**src/rtl/jeff_74x181_nibble_seq.sv**
```systemverilog
`default_nettype none
// ============================================================================
//  Module   : jeff_74x181_nibble_seq
//  Function : Runs a 16-bit 74x181 operation as four LSN-first passes through
//             one external 4-bit slice, rippling carry through the slice.
//  Revision : 1.0  initial release
// ============================================================================
module jeff_74x181_nibble_seq (
    input  logic        clk,
    input  logic        rst_n,
    input  logic        start,
    input  logic [3:0]  op_s,
    input  logic        op_m,
    input  logic        op_ci_bar,
    input  logic [15:0] a_in,
    input  logic [15:0] b_in,
    output logic        busy,
    output logic        done,
    output logic [15:0] result,
    output logic        co_bar_out,
    output logic        aeqb_out,
    output logic [3:0]  alu_a,
    output logic [3:0]  alu_b,
    output logic [3:0]  alu_s,
    output logic        alu_m,
    output logic        alu_ci_bar,
    input  logic [3:0]  alu_f,
    input  logic        alu_co_bar,
    input  logic        alu_aeqb
);

    localparam logic [1:0] S_IDLE = 2'd0;
    localparam logic [1:0] S_RUN  = 2'd1;
    localparam logic [1:0] S_DONE = 2'd2;

    logic [1:0]  r_state;
    logic [1:0]  w_next_state;
    logic [1:0]  r_idx;
    logic [11:0] r_a_hi;
    logic [11:0] r_b_hi;
    logic [11:0] r_slots;
    logic        r_aeqb_acc;

    always_ff @(posedge clk) begin
        if (!rst_n) r_state <= S_IDLE;
        else        r_state <= w_next_state;
    end

    always_comb begin
        w_next_state = r_state;
        case (r_state)
            S_IDLE:  if (start) w_next_state = S_RUN;
            S_RUN:   if (r_idx == 2'd3) w_next_state = S_DONE;
            S_DONE:  w_next_state = S_IDLE;
            default: w_next_state = S_IDLE;
        endcase
    end

    // Upper operand nibbles shift down so the next slice input is always [3:0];
    // captured F nibbles shift in from the top so slot 0 lands at [3:0].
    always_ff @(posedge clk) begin
        if (!rst_n) begin
            busy       <= 1'b0;
            done       <= 1'b0;
            result     <= 16'h0000;
            co_bar_out <= 1'b1;
            aeqb_out   <= 1'b0;
            alu_a      <= 4'h0;
            alu_b      <= 4'h0;
            alu_s      <= 4'h0;
            alu_m      <= 1'b0;
            alu_ci_bar <= 1'b1;
            r_idx      <= 2'd0;
            r_aeqb_acc <= 1'b1;
            r_a_hi     <= 12'h000;
            r_b_hi     <= 12'h000;
            r_slots    <= 12'h000;
        end else begin
            case (r_state)
                S_IDLE: begin
                    done <= 1'b0;
                    if (start) begin
                        busy       <= 1'b1;
                        r_idx      <= 2'd0;
                        r_aeqb_acc <= 1'b1;
                        r_a_hi     <= a_in[15:4];
                        r_b_hi     <= b_in[15:4];
                        alu_a      <= a_in[3:0];
                        alu_b      <= b_in[3:0];
                        alu_s      <= op_s;
                        alu_m      <= op_m;
                        alu_ci_bar <= op_ci_bar;
                    end
                end
                S_RUN: begin
                    r_aeqb_acc <= r_aeqb_acc & alu_aeqb;
                    alu_ci_bar <= alu_co_bar;
                    r_idx      <= r_idx + 2'd1;
                    if (r_idx == 2'd3) begin
                        result     <= {alu_f, r_slots};
                        co_bar_out <= alu_co_bar;
                        aeqb_out   <= r_aeqb_acc & alu_aeqb;
                        done       <= 1'b1;
                    end else begin
                        r_slots <= {alu_f, r_slots[11:4]};
                        alu_a   <= r_a_hi[3:0];
                        alu_b   <= r_b_hi[3:0];
                        r_a_hi  <= {4'h0, r_a_hi[11:4]};
                        r_b_hi  <= {4'h0, r_b_hi[11:4]};
                    end
                end
                S_DONE: begin
                    busy       <= 1'b0;
                    done       <= 1'b0;
                    r_idx      <= 2'd0;
                    alu_a      <= 4'h0;
                    alu_b      <= 4'h0;
                    alu_s      <= 4'h0;
                    alu_m      <= 1'b0;
                    alu_ci_bar <= 1'b1;
                end
                default: begin
                    busy <= 1'b0;
                    done <= 1'b0;
                end
            endcase
        end
    end

endmodule
`default_nettype wire

```
**config.mk**
```make
export PLATFORM = sky130hd
export DESIGN_NAME = jeff_74x181_nibble_seq
export DESIGN_NICKNAME = d
export VERILOG_FILES = /design/src/rtl/jeff_74x181_nibble_seq.sv
export SDC_FILE = /design/constraint.sdc
export NUM_CORES = 1
export LEC_CHECK = 0
export BUFFER_PORTS_ARGS = -buffer_cell sky130_fd_sc_hd__buf_2
export CORE_MARGIN = 2
export CORE_UTILIZATION = 40
export CTS_BUF_LIST = sky130_fd_sc_hd__clkbuf_4 sky130_fd_sc_hd__clkbuf_8
export DETAILED_ROUTE_END_ITERATION = 10
export PLACE_DENSITY = 0.63
export SYNTH_ARGS = -nofsm -noshare
export SYNTH_HDL_FRONTEND = slang
export SYNTH_SLANG_ARGS = --single-unit
```
**constraint.sdc**
```tcl
create_clock -name clk -period 4.1 [get_ports clk]
set_clock_uncertainty 0.2 [all_clocks]
set_input_delay 0.82 -clock clk [delete_from_list [all_inputs] [get_ports clk]]
set_output_delay 0.82 -clock clk [all_outputs]
set_load 0.03 [all_outputs]
```
Yosys cells after proc, flatten, opt, wreduce, memory -nomap -nowiden
Cells that the tools add are included.
W data, S select, Z words.
{ "classes": {"addsub": 1, "eq_ne": 6, "mux": 26, "n_bitwise": 3, "reduce_logical": 14} }
{ "ops": {"columns": ["operator", "count"], "rows": [
  ["$mux W12", 4],
  ["$pmux W12 S2", 2],
  ["$pmux W4 S3", 2],
  ["$mux W4", 5],
  ["$reduce_and A2 Y1", 8],
  ["$pmux W4 S2", 1],
  ["$mux W2", 3],
  ["$ne A2 B2 Y1 const B", 3],
  ["$pmux W1 S2", 3],
  ["$pmux W2 S3", 1],
  ["$reduce_and A3 Y1", 2],
  ["$eq A2 B2 Y1 const B", 2],
  ["$pmux W2 S2", 1],
  ["$reduce_bool A2 Y1", 2],
  ["$mux W1", 3],
  ["$pmux W1 S3", 1],
  ["$reduce_bool A3 Y1", 1],
  ["$add A2 B1 Y2 const B", 1],
  ["$eq A2 B1 Y1 const B", 1],
  ["$logic_not A2 Y1", 1],
  ["$not A1 Y1", 2],
  ["$and A1 B1 Y1", 1]
]} }
{ "word_totals": {"register_bits": 75, "input_bits": 47, "word_cells": 66} }

Depth between registers and ports, before layout
Gate-level depths: netlist of run 1.
{ "depth": {"depth_word": 3, "ltp_mapped": 8} }

Least setup slack after synthesis of run 1
Ideal clock, no wire load.
{ "synth_path": {"kind": "input-to-reg", "from": "input port start", "to": "register r_a_hi[5]", "setup_time_ps": 72, "arrival_time_ps": 1554, "required_ps": 3828, "slack_ps": 2274, "path_stages": 4, "path_cell_list": "nand2b_2 o211ai_4 buf_4 mux2i_1"} }
{ "synth_via": {"elab_chain_len": 2} }
{ "synth_rtl": {"columns": ["element", "line_no", "text"], "rows": [
  ["from (decl)", "11", "input logic start,"],
  ["$ne A2 B2 Y1 (no line)", null, null],
  ["$reduce_and A3 Y1 (no line)", null, null],
  ["to (signal assigned)", "86", "r_a_hi <= a_in[15:4];"],
  ["to (signal assigned)", "108", "r_a_hi <= {4'h0, r_a_hi[11:4]};"],
  ["to (decl)", "39", "logic [11:0] r_a_hi;"]
]} }
No other way between the ends.
A chain may end at the register's enable or synchronous reset.

Worst setup path in the final report of run 1
{ "layout_path": {"from": "register r_state[1]", "to": "register r_b_hi[10]"} }
{ "layout_via": {"elab_chain_len": 3} }
{ "layout_rtl": {"columns": ["element", "line_no", "text"], "rows": [
  ["from (decl)", "36", "logic [1:0] r_state;"],
  ["from (signal assigned)", "46", "else r_state <= w_next_state;"],
  ["$eq A2 B1 Y1 or $logic_not A2 Y1 (tied branches)", "79", "case (r_state)"],
  ["$ne A2 B2 Y1 (no line) or $reduce_bool A2 Y1 (tied branches)", null, null],
  ["$reduce_and A3 Y1 (no line)", null, null],
  ["to (signal assigned)", "87", "r_b_hi <= b_in[15:4];"],
  ["to (signal assigned)", "109", "r_b_hi <= {4'h0, r_b_hi[11:4]};"],
  ["to (decl)", "40", "logic [11:0] r_b_hi;"]
]} }
Several ways; a longest one is shown, not always the timed one.

==> impl_metrics.ini, run 1 <==
[outcome]
status = complete, no violations

[drt]
vias = 2687
wl_um = 7185
drt_iter0_markers = 99
ant_nets = 0
wire_per_inst_um = 13.38
first_pass_iters = 4
remaining_drc_errors = 0
via_per_inst = 5.004

[clocking]
cts.path.max_buffers = 2
post_cts_resized = 0
cts_made_buffers = 9
clk_pin_slew_ns = 0.08
htree_levels = 3
cts_num_sinks = 75
insertion_delay_ns = 0.35
root_buffer = clkbuf_8
cts-hold-fix-buffers = 0
cts_setup_buffers = 0
cts_tree = done

[floorplan]
coreArea_sq_um = 8175
die_h_um = 95.58
rows = 33
dieArea_sq_um = 9135
start_util_pct = 41.03
io_pins = 81
die_w_um = 95.58

[critical_path]
rr_worst_depth = 5
r2r_start = r_state[1]
path_cells = inv_1 > ha_1 > nand2_1 > o211ai_4 > a32o_1
path_max_fanout = 24
slowest_delay_ns = 0.61
cp.required_ns = 4.14
crit_start = r_state[1]
cpMaxStageDelayCell = nand2_1
crit_type = reg -> reg
critPathArrivalTime_ns = 2.67
cp-end-kind = flip-flop
worstSetupStartpointType = flip-flop

[place]
portBuffers = 80
place_hpwl_um = 4952
place_ws_ns = 1.435
gp_congestion = 0.7480
dp.cells = 521

[power_and_ir_drop]
leakagePower_uw = 0.001657
pwr-share-clk_pct = 35.9
intPower_uw = 1263
power_density_nw_per_um2 = 445.8
switching_power_uw = 498.3
p_sw_share_pct = 28.29
seqPwrFrac_pct = 46.2
peakVddDrop_mv = 0.1695
combPwrFrac_pct = 17.9

[flow_run]
maxCapViolations = 0

[timing]
slew-limit-headroom_pct = 31.14
min_period_ns = 2.626
period_share_pct = 64.04
timing.setup.tns_ns = 0
setup_violations = 0
tightestPinTransition_ns = 1.031
worst_slack_ns = 1.474
hold_viol_final = 0
slew_viol_final = 0
fmax_mhz = 380.8
rsz0062_at_grt = false

[yosys]
netlist-cell-type-count = 38
ys_async_sr_fraction_pct = 0
syn_inst = 362
synth_area_sq_um = 3354
synth_edf_count = 0
seq_area_frac_synth_pct = 44.76
yosys_warnings = 0
ys_ff_latch = 75
synth_ff_type = dfxtp_1
synth_area_per_cell_sq_um = 9.266
synth_fp_nets = 416

[global_routing]
grt_pass1_vias = 2610
grt_antenna_before_repair = 0
grt_usage_pct = 16.53
grt_max_degree = 38
grt-ovfl-total = 0
grt_pass1_wl_um = 11890

[hold_path]
holdPathStages = 2
worstHoldStart = result[8]
min_path_type = reg -> reg

[layout]
fin_util_pct = 48.33
final_cells = 537
syn_to_final_growth_pct = 17.79
layout_commonest_cell = nand2_1
antennaDiodeCount = 0
drive_gt1_share_pct = 28.24
layout.nets = 481
final_cell_mix = 95 x nand2_1, 80 x buf_2, 75 x dfxtp_1
## power groups by stage
stage | combinational (uW) | sequential [uW] | clock, uW
global route | 350 | 820 | 681
detailed placement | 317 | 830 | 0
finish | 315 | 813 | 633
global placement | 313 | 829 | 0
CTS | 318 | 813 | 645
floorplan | 222 | 855 | 0
## flip-flops by register name, summed over array words and instances, names as in the netlist, 2 cells and up
name	count
r_idx	2
r_a_hi	12
alu_a	4
alu_s	4
r_slots	12
alu_b	4
r_state	2
r_b_hi	12
result	16
## worst paths after layout
| check | end | slack, ns |
|---|---|---|
| worst min register to register | result[8] | 0.26 |
| worst min-delay path | result[8] | 0.26 |
| worst max register to register | r_b_hi[10] | 1.47 |
| worst max-delay path | r_b_hi[10] | 1.47 |
## Yosys cell counts, types with 2 or more instances
| library cell | number | area, sq um |
|---|---|---|
| nand2b_1 | 4 | 25.02 |
| o311ai_1 | 6 | 52.55 |
| buf_2 | 6 | 30.03 |
| dfxtp_1 | 75 | 1501 |
| mux2_2 | 16 | 180.2 |
| a31oi_1 | 11 | 68.82 |
| o21ai_0 | 8 | 40.04 |
| o311ai_2 | 2 | 32.53 |
| nand2_1 | 95 | 356.6 |
| clkbuf_1 | 9 | 33.78 |
| inv_1 | 2 | 7.510 |
| a21boi_1 | 22 | 165.2 |
| a32o_1 | 8 | 80.08 |
| nor2b_1 | 17 | 106.4 |
| nand3_1 | 5 | 25.02 |
| buf_1 | 2 | 7.510 |
| nor2_1 | 2 | 7.510 |
| o21ai_1 | 10 | 50.05 |
| ha_1 | 7 | 87.58 |
| a32oi_1 | 2 | 17.52 |
| a21boi_0 | 10 | 75.07 |
| buf_4 | 6 | 45.04 |
| a21oi_1 | 2 | 10.01 |
| buf_6 | 5 | 56.30 |
| mux2i_1 | 17 | 170.2 |
## cells by family (layout without fill, tap and decap cells)
kind of cell / Yosys count / in the layout / synth area share (%)
buffers and inverters: 32 / 102 / 5.632
and+or+nand+nor: 130 / 130 / 17.31
adders and majority gates: 7 / 7 / 2.611
DFF: 75 / 75 / 44.76
muxes: 33 / 33 / 10.44
AOI/OAI and AO/OA: 85 / 85 / 19.25
## routing by layer
metal	routed length, um	GRT usage (%)
met1	3339	20.32
met3	333	3.953
met4	117	6.667
met5	0	0
met2	3394	27.74
## layout make-up
cell class	count	area, sq um
fill	822	4224
clock inverter	6	88.84
inverter	3	11.26
sequential	75	1501
tap	105	131.4
multi-input combinational	255	1664
clock buffer	10	131.4
timing repair buffer	83	422.9
## through the flow
step | power (uW) | hold WS (ns) | area, sq um
6_report | 1762 | 0.2564 | 3951
5_1_grt | 1851 | 0.2730 | 3951
4_1_cts | 1777 | 0.2595 | 3951
3_5_place_dp | 1147 | 0.2478 | 3731
3_3_place_gp | 1142 | 0.2401 | 3731
2_1_floorplan | 1077 | 0.2310 | 3354
## critical path, delay by kind of cell, from the launching register on
family / cells / cell delay, ns
buf+inv: 1 / 0.11
flops: 1 / 0.39
simple gates: 1 / 0.61
fa+ha+maj: 1 / 0.32
compound gates: 2 / 0.88
(Power assumes the default switching activity.)
==> inputs of run 2 (changes only) <==
PLACE_DENSITY = 0.65   (was 0.63)
clock period = 2.35 ns   (was 4.1 ns; I/O delays follow)
==> impl_metrics.ini, run 2 (synthesis results as in run 1) <==
[floorplan]
die_h_um = 95.58
die_w_um = 95.58
io_pins = 81
coreArea_sq_um = 8175
dieArea_sq_um = 9135
rows = 33
start_util_pct = 41.03

[global_routing]
grt-ovfl-total = 0
grt_antenna_before_repair = 0
grt_max_degree = 27
grt_usage_pct = 16.90
grt_pass1_vias = 2622
grt_pass1_wl_um = 11960

[layout]
syn_to_final_growth_pct = 19.92
layout.nets = 488
multi_input_comb_area_sq_um = 1664
fin_util_pct = 49.20
fillCellCount = 810
regArea_sq_um = 1501
largest_reg_flops = 16
drive_gt1_share_pct = 29.38
final_cell_mix = 95 x nand2_1, 80 x buf_2, 75 x dfxtp_1
layout_commonest_cell = nand2_1
top_register = result
antennaDiodeCount = 0

[timing]
fmax_mhz = 470.2
rsz0062_at_grt = false
worst_slack_ns = 0.2235
min_period_ns = 2.127
tightestPinTransition_ns = 1.026
slew_viol_final = 0
hold_viol_final = 0
slew-limit-headroom_pct = 31.44
timing.setup.tns_ns = 0
period_share_pct = 90.49
setup_violations = 0

[clocking]
insertion_delay_ns = 0.35
clk_pin_slew_ns = 0.08
post_cts_resized = 0
cts.path.max_buffers = 2
root_buffer = clkbuf_8
cts_made_buffers = 9
cts_tree = done
cts-hold-fix-buffers = 0
cts_num_sinks = 75
htree_levels = 3
cts_setup_buffers = 0

[critical_path]
worstSetupStartpointType = flip-flop
path_max_fanout = 15
rr_worst_depth = 5
r2r_start = r_state[0]
crit_type = reg -> reg
cp.required_ns = 2.37
regToRegSetupSlack_ns = 0.22
cp-end-kind = flip-flop
worstReg2RegEnd = alu_ci_bar
critPathArrivalTime_ns = 2.15

[drt]
wire_per_inst_um = 13.14
ant_nets = 0
vias = 2678
remaining_drc_errors = 0
wl_um = 7150
first_pass_iters = 4
drt_iter0_markers = 136
via_per_inst = 4.923

[outcome]
status = complete, no violations

[power_and_ir_drop]
seqPwrFrac_pct = 45.5
pwr-share-clk_pct = 36.1
power_density_nw_per_um2 = 774.5
peakVddDrop_mv = 0.3509
switching_power_uw = 851.2
leakagePower_uw = 0.001707
intPower_uw = 2264
combPwrFrac_pct = 18.4
p_sw_share_pct = 27.32

[hold_path]
holdPathStages = 2
holdPathEnd = r_a_hi[11]
worstHoldStart = a_in[15]
min_path_type = in -> reg

[place]
place_ws_ns = 0.2662
place_hpwl_um = 5118
portBuffers = 80
gp_congestion = 0.7964

[flow_run]
maxCapViolations = 0
[run 2: cell types whose count changed in the layout (fill, tap and decap cells not counted), sizes merged]
cell,previous run,this run
buf,83,90
clkbuf,10,12
clkinv,1,2
clkinvlp,2,0
inv,4,3
[run 2: power by group through the flow]
stage | clock, uW | combinational (uW) | sequential (uW)
after floorplan | 0 | 388 | 1490
after global placement | 0 | 568 | 1440
after detailed placement | 0 | 579 | 1450
after CTS | 1150 | 581 | 1420
after global routing | 1210 | 637 | 1430
final | 1120 | 574 | 1420
[run 2: per-stage QoR]
| step | power, uW | instances | instance area (sq um) | hold WS [ns] |
|---|---|---|---|---|
| finish | 3116 | 544 | 4023 | 0.1245 |
| global route | 3273 | 544 | 4023 | 0.1120 |
| CTS | 3154 | 544 | 4023 | 0.1112 |
| detailed placement | 2027 | 528 | 3796 | 0.2436 |
| global placement | 2013 | 528 | 3796 | 0.2381 |
| floorplan | 1879 | 362 | 3354 | 0.2310 |
[run 2: per-layer routing]
metal / share of wire (%) / GRT usage, % / routed length, um
met5: 0 / 0 / 0
met4: 2.3 / 8.333 / 168
met3: 5.2 / 4.980 / 369
met2: 46 / 26.52 / 3280
met1: 47 / 21.09 / 3332
[run 2: worst max-delay path: stages, from the launching register on]
cell	delay (ns)
dfxtp_1	0.36
inv_1	0.13
ha_1	0.21
nor2b_1	0.82
a2111o_1	0.19
nand3_1	0.08
[run 2: area by class of cell]
type	instances	area share (%)
multi-input combinational	255	41.37
timing repair buffer	90	12.13
tap	105	3.266
clock buffer	12	3.795
sequential	75	37.33
clock inverter	4	1.835
inverter	3	0.2799
[run 2: how the worst max path moves through the flow]
stage / to / from / slack, ns
after global placement: r_idx[0] / r_state[1] / 0.29
after floorplan: alu_a[1] / r_state[1] / 0.56
final: alu_ci_bar / r_state[0] / 0.22
after global routing: r_idx[0] / r_state[0] / 0.03
after CTS: r_idx[0] / r_state[0] / 0.24
after detailed placement: alu_ci_bar / r_state[0] / 0.27
